File: src/rtl/bp_ras_ctrl_pkg.sv
// ==========================================================================
// bp_pkg : shared types and encodings for the RAS front-end controller
// Revision: 1.0
// ==========================================================================
`default_nettype none

package bp_pkg;

  typedef enum logic [1:0] {
    RAS_NONE    = 2'd0,
    RAS_PUSH    = 2'd1,
    RAS_POP     = 2'd2,
    RAS_POPPUSH = 2'd3
  } ras_op_e;

  typedef enum logic [1:0] {
    ST_IDLE  = 2'd0,
    ST_ISSUE = 2'd1,
    ST_PUSH2 = 2'd2,
    ST_WAIT  = 2'd3
  } ctrl_state_e;

  localparam logic [6:0] OPC_JAL       = 7'b1101111;
  localparam logic [6:0] OPC_JALR      = 7'b1100111;
  localparam logic [3:0] C_FUNCT4_JR   = 4'b1000;
  localparam logic [3:0] C_FUNCT4_JALR = 4'b1001;
  localparam logic [4:0] LINK_X1       = 5'd1;
  localparam logic [4:0] LINK_X5       = 5'd5;

  function automatic logic is_link(input logic [4:0] r, input logic alt_en);
    return (r == LINK_X1) || (alt_en && (r == LINK_X5));
  endfunction

endpackage

`default_nettype wire

File: src/rtl/bp_ras_ctrl_if.sv
// ==========================================================================
// bp_ras_ctrl_if : fetch, RAS and prediction signals of the RAS controller
// Revision: 1.0
// ==========================================================================
`default_nettype none

interface bp_ras_ctrl_if;
  logic        instr_valid_i;
  logic        instr_ready_o;
  logic [31:0] instr_i;
  logic [63:0] pc_i;
  logic        flush_i;
  logic        ras_push_o;
  logic [63:0] ras_push_addr_o;
  logic        ras_pop_o;
  logic [63:0] ras_pop_addr_i;
  logic        ras_empty_i;
  logic        pred_valid_o;
  logic        pred_ready_i;
  logic [63:0] pred_target_o;
  logic        pred_hit_o;

  // master is the controller's view; slave is fetch plus the RAS
  modport master (
    input  instr_valid_i, instr_i, pc_i, flush_i, ras_pop_addr_i, ras_empty_i, pred_ready_i,
    output instr_ready_o, ras_push_o, ras_push_addr_o, ras_pop_o,
           pred_valid_o, pred_target_o, pred_hit_o
  );

  modport slave (
    output instr_valid_i, instr_i, pc_i, flush_i, ras_pop_addr_i, ras_empty_i, pred_ready_i,
    input  instr_ready_o, ras_push_o, ras_push_addr_o, ras_pop_o,
           pred_valid_o, pred_target_o, pred_hit_o
  );
endinterface

`default_nettype wire

File: src/rtl/bp_ras_decode.sv
// ==========================================================================
// bp_ras_decode : combinational call/return classifier using link-reg hints
// Revision: 1.0
// ==========================================================================
`default_nettype none

module bp_ras_decode
  import bp_pkg::*;
#(
  parameter bit RVC_EN      = 1'b1,
  parameter bit ALT_LINK_EN = 1'b1
) (
  input  logic [31:0] instr_i,
  input  logic [63:0] pc_i,
  output ras_op_e     kind_o,
  output logic [63:0] link_addr_o
);

  logic       is_rvc;
  logic [6:0] opcode;
  logic [4:0] rd;
  logic [4:0] rs1;
  logic [3:0] c_funct4;
  logic [4:0] c_rs1;
  logic [4:0] c_rs2;
  logic       rd_link;
  logic       rs1_link;
  logic       c_rs1_link;
  logic       unused_bits;

  assign is_rvc     = (instr_i[1:0] != 2'b11);
  assign opcode     = instr_i[6:0];
  assign rd         = instr_i[11:7];
  assign rs1        = instr_i[19:15];
  assign c_funct4   = instr_i[15:12];
  assign c_rs1      = instr_i[11:7];
  assign c_rs2      = instr_i[6:2];
  assign rd_link    = is_link(rd, ALT_LINK_EN);
  assign rs1_link   = is_link(rs1, ALT_LINK_EN);
  assign c_rs1_link = is_link(c_rs1, ALT_LINK_EN);
  assign unused_bits = ^instr_i[31:20];

  assign link_addr_o = pc_i + (is_rvc ? 64'd2 : 64'd4);

  always_comb begin
    kind_o = RAS_NONE;
    if (!is_rvc) begin
      if (opcode == OPC_JAL) begin
        if (rd_link) kind_o = RAS_PUSH;
      end else if (opcode == OPC_JALR) begin
        unique case ({rd_link, rs1_link})
          2'b10:   kind_o = RAS_PUSH;
          2'b01:   kind_o = RAS_POP;
          2'b11:   kind_o = (rd != rs1) ? RAS_POPPUSH : RAS_PUSH;
          default: kind_o = RAS_NONE;
        endcase
      end
    end else if (RVC_EN && (instr_i[1:0] == 2'b10) && (c_rs2 == 5'd0) && (c_rs1 != 5'd0)) begin
      // C.JALR always links through x1, so only an x5 source makes it a swap
      if (c_funct4 == C_FUNCT4_JR) begin
        if (c_rs1_link) kind_o = RAS_POP;
      end else if (c_funct4 == C_FUNCT4_JALR) begin
        kind_o = (ALT_LINK_EN && (c_rs1 == LINK_X5)) ? RAS_POPPUSH : RAS_PUSH;
      end
    end
  end

endmodule

`default_nettype wire

File: src/rtl/bp_ras_ctrl.sv
// ==========================================================================
// bp_ras_ctrl : issues RAS push/pop commands and returns predicted targets
// Revision: 1.0
// ==========================================================================
`default_nettype none

module bp_ras_ctrl
  import bp_pkg::*;
#(
  parameter bit RVC_EN      = 1'b1,
  parameter bit ALT_LINK_EN = 1'b1
) (
  input  logic          clk,
  input  logic          reset_n,
  bp_ras_ctrl_if.master bus
);

  ctrl_state_e state_q, state_d;
  ras_op_e     kind_q, kind_d, dec_kind;
  logic [63:0] link_q, link_d, dec_link;
  logic        pred_valid_q, pred_valid_d;
  logic [63:0] pred_target_q, pred_target_d;
  logic        pred_hit_q, pred_hit_d;
  logic        instr_ready;
  logic        ras_push;
  logic        ras_pop;
  logic        pred_fire;

  bp_ras_decode #(
    .RVC_EN      (RVC_EN),
    .ALT_LINK_EN (ALT_LINK_EN)
  ) u_decode (
    .instr_i     (bus.instr_i),
    .pc_i        (bus.pc_i),
    .kind_o      (dec_kind),
    .link_addr_o (dec_link)
  );

  assign pred_fire = pred_valid_q & bus.pred_ready_i;

  always_comb begin
    state_d       = state_q;
    kind_d        = kind_q;
    link_d        = link_q;
    pred_valid_d  = pred_valid_q;
    pred_target_d = pred_target_q;
    pred_hit_d    = pred_hit_q;
    instr_ready   = 1'b0;
    ras_push      = 1'b0;
    ras_pop       = 1'b0;

    if (bus.flush_i) begin
      state_d      = ST_IDLE;
      pred_valid_d = 1'b0;
    end else begin
      unique case (state_q)
        ST_IDLE: begin
          instr_ready = 1'b1;
          if (bus.instr_valid_i && (dec_kind != RAS_NONE)) begin
            kind_d  = dec_kind;
            link_d  = dec_link;
            state_d = ST_ISSUE;
          end
        end
        ST_ISSUE: begin
          if (kind_q == RAS_PUSH) begin
            ras_push = 1'b1;
            state_d  = ST_IDLE;
          end else begin
            // pop goes out even on an empty stack; the RAS drops it
            ras_pop       = 1'b1;
            pred_target_d = bus.ras_empty_i ? 64'd0 : bus.ras_pop_addr_i;
            pred_hit_d    = ~bus.ras_empty_i;
            pred_valid_d  = 1'b1;
            state_d       = (kind_q == RAS_POPPUSH) ? ST_PUSH2 : ST_WAIT;
          end
        end
        ST_PUSH2: begin
          ras_push = 1'b1;
          if (pred_fire) begin
            pred_valid_d = 1'b0;
            state_d      = ST_IDLE;
          end else begin
            state_d      = ST_WAIT;
          end
        end
        ST_WAIT: begin
          if (pred_fire) begin
            pred_valid_d = 1'b0;
            state_d      = ST_IDLE;
          end
        end
        default: state_d = ST_IDLE;
      endcase
    end
  end

  always_ff @(posedge clk or negedge reset_n) begin
    if (!reset_n) begin
      state_q       <= ST_IDLE;
      kind_q        <= RAS_NONE;
      link_q        <= 64'd0;
      pred_valid_q  <= 1'b0;
      pred_target_q <= 64'd0;
      pred_hit_q    <= 1'b0;
    end else begin
      state_q       <= state_d;
      kind_q        <= kind_d;
      link_q        <= link_d;
      pred_valid_q  <= pred_valid_d;
      pred_target_q <= pred_target_d;
      pred_hit_q    <= pred_hit_d;
    end
  end

  assign bus.instr_ready_o   = instr_ready;
  assign bus.ras_push_o      = ras_push;
  assign bus.ras_push_addr_o = link_q;
  assign bus.ras_pop_o       = ras_pop;
  assign bus.pred_valid_o    = pred_valid_q;
  assign bus.pred_target_o   = pred_target_q;
  assign bus.pred_hit_o      = pred_hit_q;

endmodule

`default_nettype wire

File: src/flat_wrapper.sv
// flat-port wrapper written by rule: the top's interface ports become plain ports
module bp_ras_ctrl_flat import bp_pkg::*;
#(
  parameter bit RVC_EN      = 1'b1,
  parameter bit ALT_LINK_EN = 1'b1
)
  (clk, reset_n, bus_instr_valid_i, bus_instr_i, bus_pc_i, bus_flush_i, bus_ras_pop_addr_i, bus_ras_empty_i, bus_pred_ready_i, bus_instr_ready_o, bus_ras_push_o, bus_ras_push_addr_o, bus_ras_pop_o, bus_pred_valid_o, bus_pred_target_o, bus_pred_hit_o);
  bp_ras_ctrl_if bus_i ();
  input  logic clk;
  input  logic reset_n;
  input wire logic [$bits(bus_i.instr_valid_i)-1:0] bus_instr_valid_i;
  input wire logic [$bits(bus_i.instr_i)-1:0] bus_instr_i;
  input wire logic [$bits(bus_i.pc_i)-1:0] bus_pc_i;
  input wire logic [$bits(bus_i.flush_i)-1:0] bus_flush_i;
  input wire logic [$bits(bus_i.ras_pop_addr_i)-1:0] bus_ras_pop_addr_i;
  input wire logic [$bits(bus_i.ras_empty_i)-1:0] bus_ras_empty_i;
  input wire logic [$bits(bus_i.pred_ready_i)-1:0] bus_pred_ready_i;
  output wire logic [$bits(bus_i.instr_ready_o)-1:0] bus_instr_ready_o;
  output wire logic [$bits(bus_i.ras_push_o)-1:0] bus_ras_push_o;
  output wire logic [$bits(bus_i.ras_push_addr_o)-1:0] bus_ras_push_addr_o;
  output wire logic [$bits(bus_i.ras_pop_o)-1:0] bus_ras_pop_o;
  output wire logic [$bits(bus_i.pred_valid_o)-1:0] bus_pred_valid_o;
  output wire logic [$bits(bus_i.pred_target_o)-1:0] bus_pred_target_o;
  output wire logic [$bits(bus_i.pred_hit_o)-1:0] bus_pred_hit_o;
  assign bus_i.instr_valid_i = bus_instr_valid_i;
  assign bus_i.instr_i = bus_instr_i;
  assign bus_i.pc_i = bus_pc_i;
  assign bus_i.flush_i = bus_flush_i;
  assign bus_i.ras_pop_addr_i = bus_ras_pop_addr_i;
  assign bus_i.ras_empty_i = bus_ras_empty_i;
  assign bus_i.pred_ready_i = bus_pred_ready_i;
  assign bus_instr_ready_o = bus_i.instr_ready_o;
  assign bus_ras_push_o = bus_i.ras_push_o;
  assign bus_ras_push_addr_o = bus_i.ras_push_addr_o;
  assign bus_ras_pop_o = bus_i.ras_pop_o;
  assign bus_pred_valid_o = bus_i.pred_valid_o;
  assign bus_pred_target_o = bus_i.pred_target_o;
  assign bus_pred_hit_o = bus_i.pred_hit_o;
  bp_ras_ctrl #(.RVC_EN(RVC_EN), .ALT_LINK_EN(ALT_LINK_EN)) u_core (.clk(clk), .reset_n(reset_n), .bus(bus_i));
endmodule
File: config.mk
export PLATFORM = sky130hd
export DESIGN_NAME = bp_ras_ctrl_flat
export DESIGN_NICKNAME = d
export VERILOG_FILES = /design/src/rtl/bp_ras_ctrl_pkg.sv /design/src/rtl/bp_ras_ctrl_if.sv /design/src/rtl/bp_ras_decode.sv /design/src/rtl/bp_ras_ctrl.sv /design/src/flat_wrapper.sv
export SDC_FILE = /design/constraint.sdc
export NUM_CORES = 1
export LEC_CHECK = 0
export ABC_AREA = 0
export CAP_MARGIN = 20
export CORE_AREA = 2 2 116 118
export CTS_BUF_LIST = sky130_fd_sc_hd__clkbuf_16
export DETAILED_ROUTE_END_ITERATION = 10
export DIE_AREA = 0 0 118 120
export DONT_BUFFER_PORTS = 1
export GPL_TIMING_DRIVEN = 0
export MAX_ROUTING_LAYER = met4
export PLACE_DENSITY = 0.65
export SLEW_MARGIN = 20
export SYNTH_ARGS = -nofsm -noshare
export SYNTH_HDL_FRONTEND = slang
export SYNTH_SLANG_ARGS = --single-unit
File: constraint.sdc
create_clock -name clk -period 2.8 [get_ports clk]
set_clock_uncertainty 0.15 [all_clocks]
set_input_delay 0.7 -clock clk [delete_from_list [all_inputs] [get_ports clk]]
set_output_delay 0.7 -clock clk [all_outputs]
set_load 0.01 [all_outputs]
## After elaboration in Yosys (flattened, before gate mapping)

Index checks and enable logic that the tools add are counted.
W data, S select, Z words.

| storage, ports and cells | value |
|---|---|
| flip-flop bits (word level) | 134 |
| output and inout port bits | 133 |

| operators by class | value |
|---|---|
| add/sub/neg operators | 1 |
| eq/ne operators | 23 |
| muxes and demuxes | 32 |
| bitwise gates (word level) | 4 |
| reduce and logical (&&, ||, !) cells | 15 |

Operators by type and width:

| kind | count |
|---|---|
| $add A64 B3 Y64 | 1 |
| $mux W64 | 1 |
| $mux W2 | 14 |
| $eq A7 B7 Y1 const B | 2 |
| $eq A2 B2 Y1 const B | 6 |
| $mux W1 | 12 |
| $eq A5 B1 Y1 const B | 2 |
| $eq A5 B3 Y1 const B | 2 |
| $reduce_and A3 Y1 | 3 |
| $eq A4 B4 Y1 const B | 2 |
| $pmux W2 S4 | 1 |
| $eq A2 B1 Y1 const B | 3 |
| $ne A3 B2 Y1 const B | 2 |
| $pmux W2 S3 | 1 |
| $logic_not A5 Y1 | 1 |
| $ne A5 B5 Y1 | 1 |
| $reduce_bool A5 Y1 | 1 |
| $pmux W1 S2 | 2 |
| $logic_and A1 B1 Y1 | 3 |
| $mux W3 | 1 |
| $ne A3 B1 Y1 const B | 1 |
| $ne A3 B3 Y1 const B | 1 |
| $not A1 Y1 | 3 |
| $reduce_bool A3 Y1 | 1 |
| 7 further kinds | 8 |

## Longest topological paths before layout

| logic depth | value |
|---|---|
| depth after elaboration | 12 |
| mapped depth | 10 |
| mapped depth without buffers | 10 |

## By module

A second synthesis with hierarchy kept.

| second synthesis, totals | value |
|---|---|
| cell total of the unflattened synthesis | 685 |
| area total of the unflattened synthesis | 7,133.1 um2 |

Modules (own cells, without submodules):

| module | instances | cells each | area each (um2) | sequential area each (um2) |
|---|---|---|---|---|
| bp_ras_ctrl | 1 | 457 | 5,587.9 | 3,353.2 |
| bp_ras_decode | 1 | 228 | 1,545.2 | 0.0 |

## Worst setup path after synthesis

OpenSTA, ideal clock, no wires.

| timing | value |
|---|---|
| kind | input port to flip-flop |
| start | input bus_instr_i[1] |
| end | register u_core.link_q[31], in the netlist u_core.bus.ras_push_addr_o[31] |
| setup time | 0.129 ns |
| arrival | 2.769 ns |
| data required time | 2.521 ns |
| slack | -0.249 ns |
| cell stages on the path | 10 |
| cells stage by stage | nand2_1 ha_1 inv_1 fa_1 nand2b_1 nor4_4 nand4_1 nor4_1 xnor2_1 o21ai_1 |

| between the ends | value |
|---|---|
| word-level cells in the longest chain between the ends | 8 |
| elaborated cells between the ends (all ways) | 15 |

RTL lines:

| what | line | RTL |
|---|---|---|
| from (decl) | flat_wrapper.sv:12 | `input wire logic [$bits(bus_i.instr_i)-1:0] bus_instr_i;` |
| branches (longest 8 deep; another with $add A64 B3 Y64) | -- |  |
| to (signal assigned) | bp_ras_ctrl.sv:109 | `link_q <= link_d;` |
| to (decl) | bp_ras_ctrl.sv:20 | `logic [63:0] link_q, link_d, dec_link;` |

Parallel ways; which one is timed is not known.
A chain may end at the register's enable or synchronous reset.

## Worst setup path after layout

| timing | value |
|---|---|
| start | input bus_instr_i[1] |
| end | register u_core.link_q[63], in the netlist u_core.bus.ras_push_addr_o[63] |

Same word-level chain as after synthesis.

==> results_dict.tcl <==
set metrics [dict create \
    dp.cells 911 \
    arrival_ps 2830 \
    cts_max_level 4 \
    finalNonFillerCells 941 \
    crit_type "primary input to flip-flop" \
    peakVddDrop_mv 0.3355 \
    synth_nets 909 \
    pre_cts_slack_ps -550.2 \
    cts-root-buf "clkbuf_16" \
    cts_made_buffers 17 \
    gp_congestion 0.8484 \
    yosys_most_used_dff "dfrtp_1" \
    port_buffers 0 \
    dr.pass1.iters 4 \
    num_rows 42 \
    yosys.cell_types.count 48 \
    synthArstFlopShare_pct 100.0 \
    failed_checks "hold timing" \
    die_w_um 118 \
    crit_fanout 10 \
    clk_pin_slew_worst_paths_ps 60 \
    viasPerCell 5.639 \
    grt_pass1_vias 5456 \
    hold_violations 134 \
    status "finished, violations left" \
    ioPinCount 299 \
    regArea_sq_um 3353 \
    synth_enable_flop_cells 0 \
    grt_pass1_wl_um 28780 \
    maxCapViolCount 0 \
    die_h_um 120 \
    leakage_uw 0.003256 \
    dp_hpwl_um 13800 \
    antenna_left 0 \
    yosys_warnings 0 \
    max-slew-margin-rel_pct 53.27 \
    cp-start-kind "primary input" \
    fillers 1175 \
    routed_wl_um 18130 \
    cp-end-kind "flip-flop" \
    cts.sinks 134 \
    drive_gt1_share_pct 9.150 \
    drc_errors 0 \
    setup_viol 0 \
    antenna_found_initial 0 \
    cts_tree "yes" \
    cp.required_ps 2950 \
    rsz0062_at_grt "no" \
    drt_iter0_markers 263 \
    ys_seq_area_share_pct 49.46 \
    hold_path_class "primary input to async pin" \
    coreArea_sq_um 12980 \
    p_per_area_nw_per_um2 580.5 \
    grt_max_degree 135 \
    timing.hold.ws_ps -173.7 \
    initial_core_util_pct 52.24 \
    wire_per_inst_um 19.27 \
    fin_nets 927 \
    clock_path_buffers 2 \
    period_minus_slack_ps 2677 \
    synthCells 735 \
    tightest_slew_ps 695.7 \
    antennaDiodeCount 0 \
    clock_latency_ps 410 \
    post-route-period-util_pct 95.61 \
    synth_area_sq_um 6780 \
    avgSynthCellArea_sq_um 9.225 \
    max_freq_ghz 0.3736 \
    slew_violations 0 \
    gr-total-overflow 0 \
    multi_input_area_sq_um 3266 \
    dieArea_sq_um 14160 \
    ys_seq_elements 134 \
    num_vias 5306 \
    grt_usage_pct 26.70 \
    area_delta_synth_final_pct 12.44 \
    setup_ws_ps 123.0 \
]
[what timing repair did]
item	4_1_cts	5_1_grt
cloned	0	0
resized for setup	2	5
buffers inserted	1	0
pin swaps	1	0
endpoints found under the setup margin	6	9
hold endpoints to repair	134	134
[power breakdown]
part / leakage [uW] / total (uW) / switching [uW] / internal [uW]
Sequential: 0.00186 / 2080 / 77.6 / 2000
Clock: 0.000267 / 2090 / 811 / 1280
Combinational: 0.00113 / 260 / 136 / 124
[synthesized netlist by cell type, types with 2 or more instances]
cell type	number	area, sq um
nand2_1	153	574.3
dfrtp_1	134	3353
o21ai_0	116	580.6
nand2b_1	66	412.9
xnor2_1	33	289.0
xor2_1	29	254.0
clkbuf_1	26	97.59
nand3_1	25	125.1
nor2_1	21	78.83
inv_1	20	75.07
nand4_1	14	87.58
o21ai_1	13	65.06
nor3_1	12	60.06
ha_1	7	87.58
buf_2	6	30.03
a21oi_1	5	25.02
and3_1	4	25.02
mux2_2	4	45.04
nor4_2	4	50.05
nor4_4	4	85.08
nor4b_1	3	26.28
and2_1	2	12.51
and3_2	2	15.01
and4_1	2	17.52
and4b_1	2	20.02
buf_6	2	22.52
nand4_2	2	25.02
nand4_4	2	42.54
nor4_1	2	12.51
o21ai_2	2	17.52
[critical path: stages]
cell	delay, ps
nand2_8	60
ha_4	130
inv_2	40
fa_2	390
nand2b_4	170
nor4_4	250
buf_4	210
nand4_4	240
nor4_4	360
xnor2_1	200
o21ai_2	70
[layer usage]
metal	global-route usage, %	wire, um	vias up
met4	9.789	366	0
met2	44.88	9162	221
met3	9.791	1668	28
met1	29.21	6936	2551
li1	-	-	2506
met5	-	0	-
[layout make-up]
| type | count | area share (%) |
|---|---|---|
| sequential | 134 | 43.98 |
| multi-input combinational | 545 | 42.84 |
| clock buffer | 17 | 5.580 |
| tap | 176 | 2.889 |
| buffer | 34 | 2.052 |
| clock inverter | 14 | 1.576 |
| inverter | 20 | 0.9847 |
| timing repair buffer | 1 | 0.09847 |
[per-stage QoR]
stage          instance area, sq um  utilization, %  total power, uW  hold slack [ps]  TNS, ps
2_1_floorplan                  6830               -             2298            254.4   -76.41
3_3_place_gp                   7051           54.32             2345            256.9   -10590
3_5_place_dp                   7051           54.32             2362            256.5   -13260
4_1_cts                        7612           58.65             4438           -186.4   -24.36
5_1_grt                        7624           58.73             4587           -188.3        0
6_report                       7624           58.73             4425           -173.7        0
[logic make-up after synthesis]
kind of cell,after synthesis,share of synthesized area [%]
AND/OR/NAND/NOR,327,25.61
XOR/XNOR,62,8.009
flip-flops,134,49.46
buffers and inverters,56,3.506
AO/OA/AOI/OAI,143,11.02
multiplexers,5,0.8119
adder cells (fa/ha/maj),8,1.587
[placed cells by master (no fill, tap or decap), types with 3 or more instances in the layout]
master,instances
and3_1,4
nand2b_1,65
clkinv_1,4
xnor2_1,33
mux2_2,4
nand3_1,24
nand4_1,14
ha_1,5
nor3_1,11
inv_1,21
nor2_1,21
clkinvlp_4,3
clkbuf_16,17
o21ai_0,116
dfrtp_1,134
a21oi_1,5
nor4_2,5
o21ai_1,13
xor2_1,29
nor4b_1,3
nor4_4,4
buf_2,6
clkinv_2,3
clkbuf_1,23
nand2_1,152
[flip-flops by register name, indices dropped and copies added (netlist names)]
name and flops:
u_core.kind_q 2, u_core.bus.pred_valid_o 1, u_core.bus.ras_push_addr_o 64, u_core.bus.pred_target_o 64
u_core.state_q 2, u_core.bus.pred_hit_o 1
[final timing paths]
| path | slack (ps) | to | depth (start not counted) | startpoint |
|---|---|---|---|---|
| setup / recovery | 120 | u_core.bus.ras_push_addr_o[63]$_DFFE_PN0P_ | 11 | bus_instr_i[1] |
| hold / removal | -170 | u_core.bus.pred_target_o[42]$_DFFE_PN0P_ | 0 | reset_n |
| setup reg to reg | 410 | u_core.bus.ras_push_addr_o[53]$_DFFE_PN0P_ | 9 | u_core.state_q[1]$_DFFE_PN0P_ |
| hold reg to reg | 350 | u_core.kind_q[1]$_DFFE_PN0P_ | 1 | u_core.kind_q[1]$_DFFE_PN0P_ |
| max in group asynchronous | 2530 | u_core.bus.ras_push_addr_o[60]$_DFFE_PN0P_ | 0 | reset_n |
| min in group clk | 200 | u_core.bus.pred_valid_o$_DFFE_PN0P_ | 1 | bus_flush_i |
Note: power is estimated with default switching activity, not from simulation.
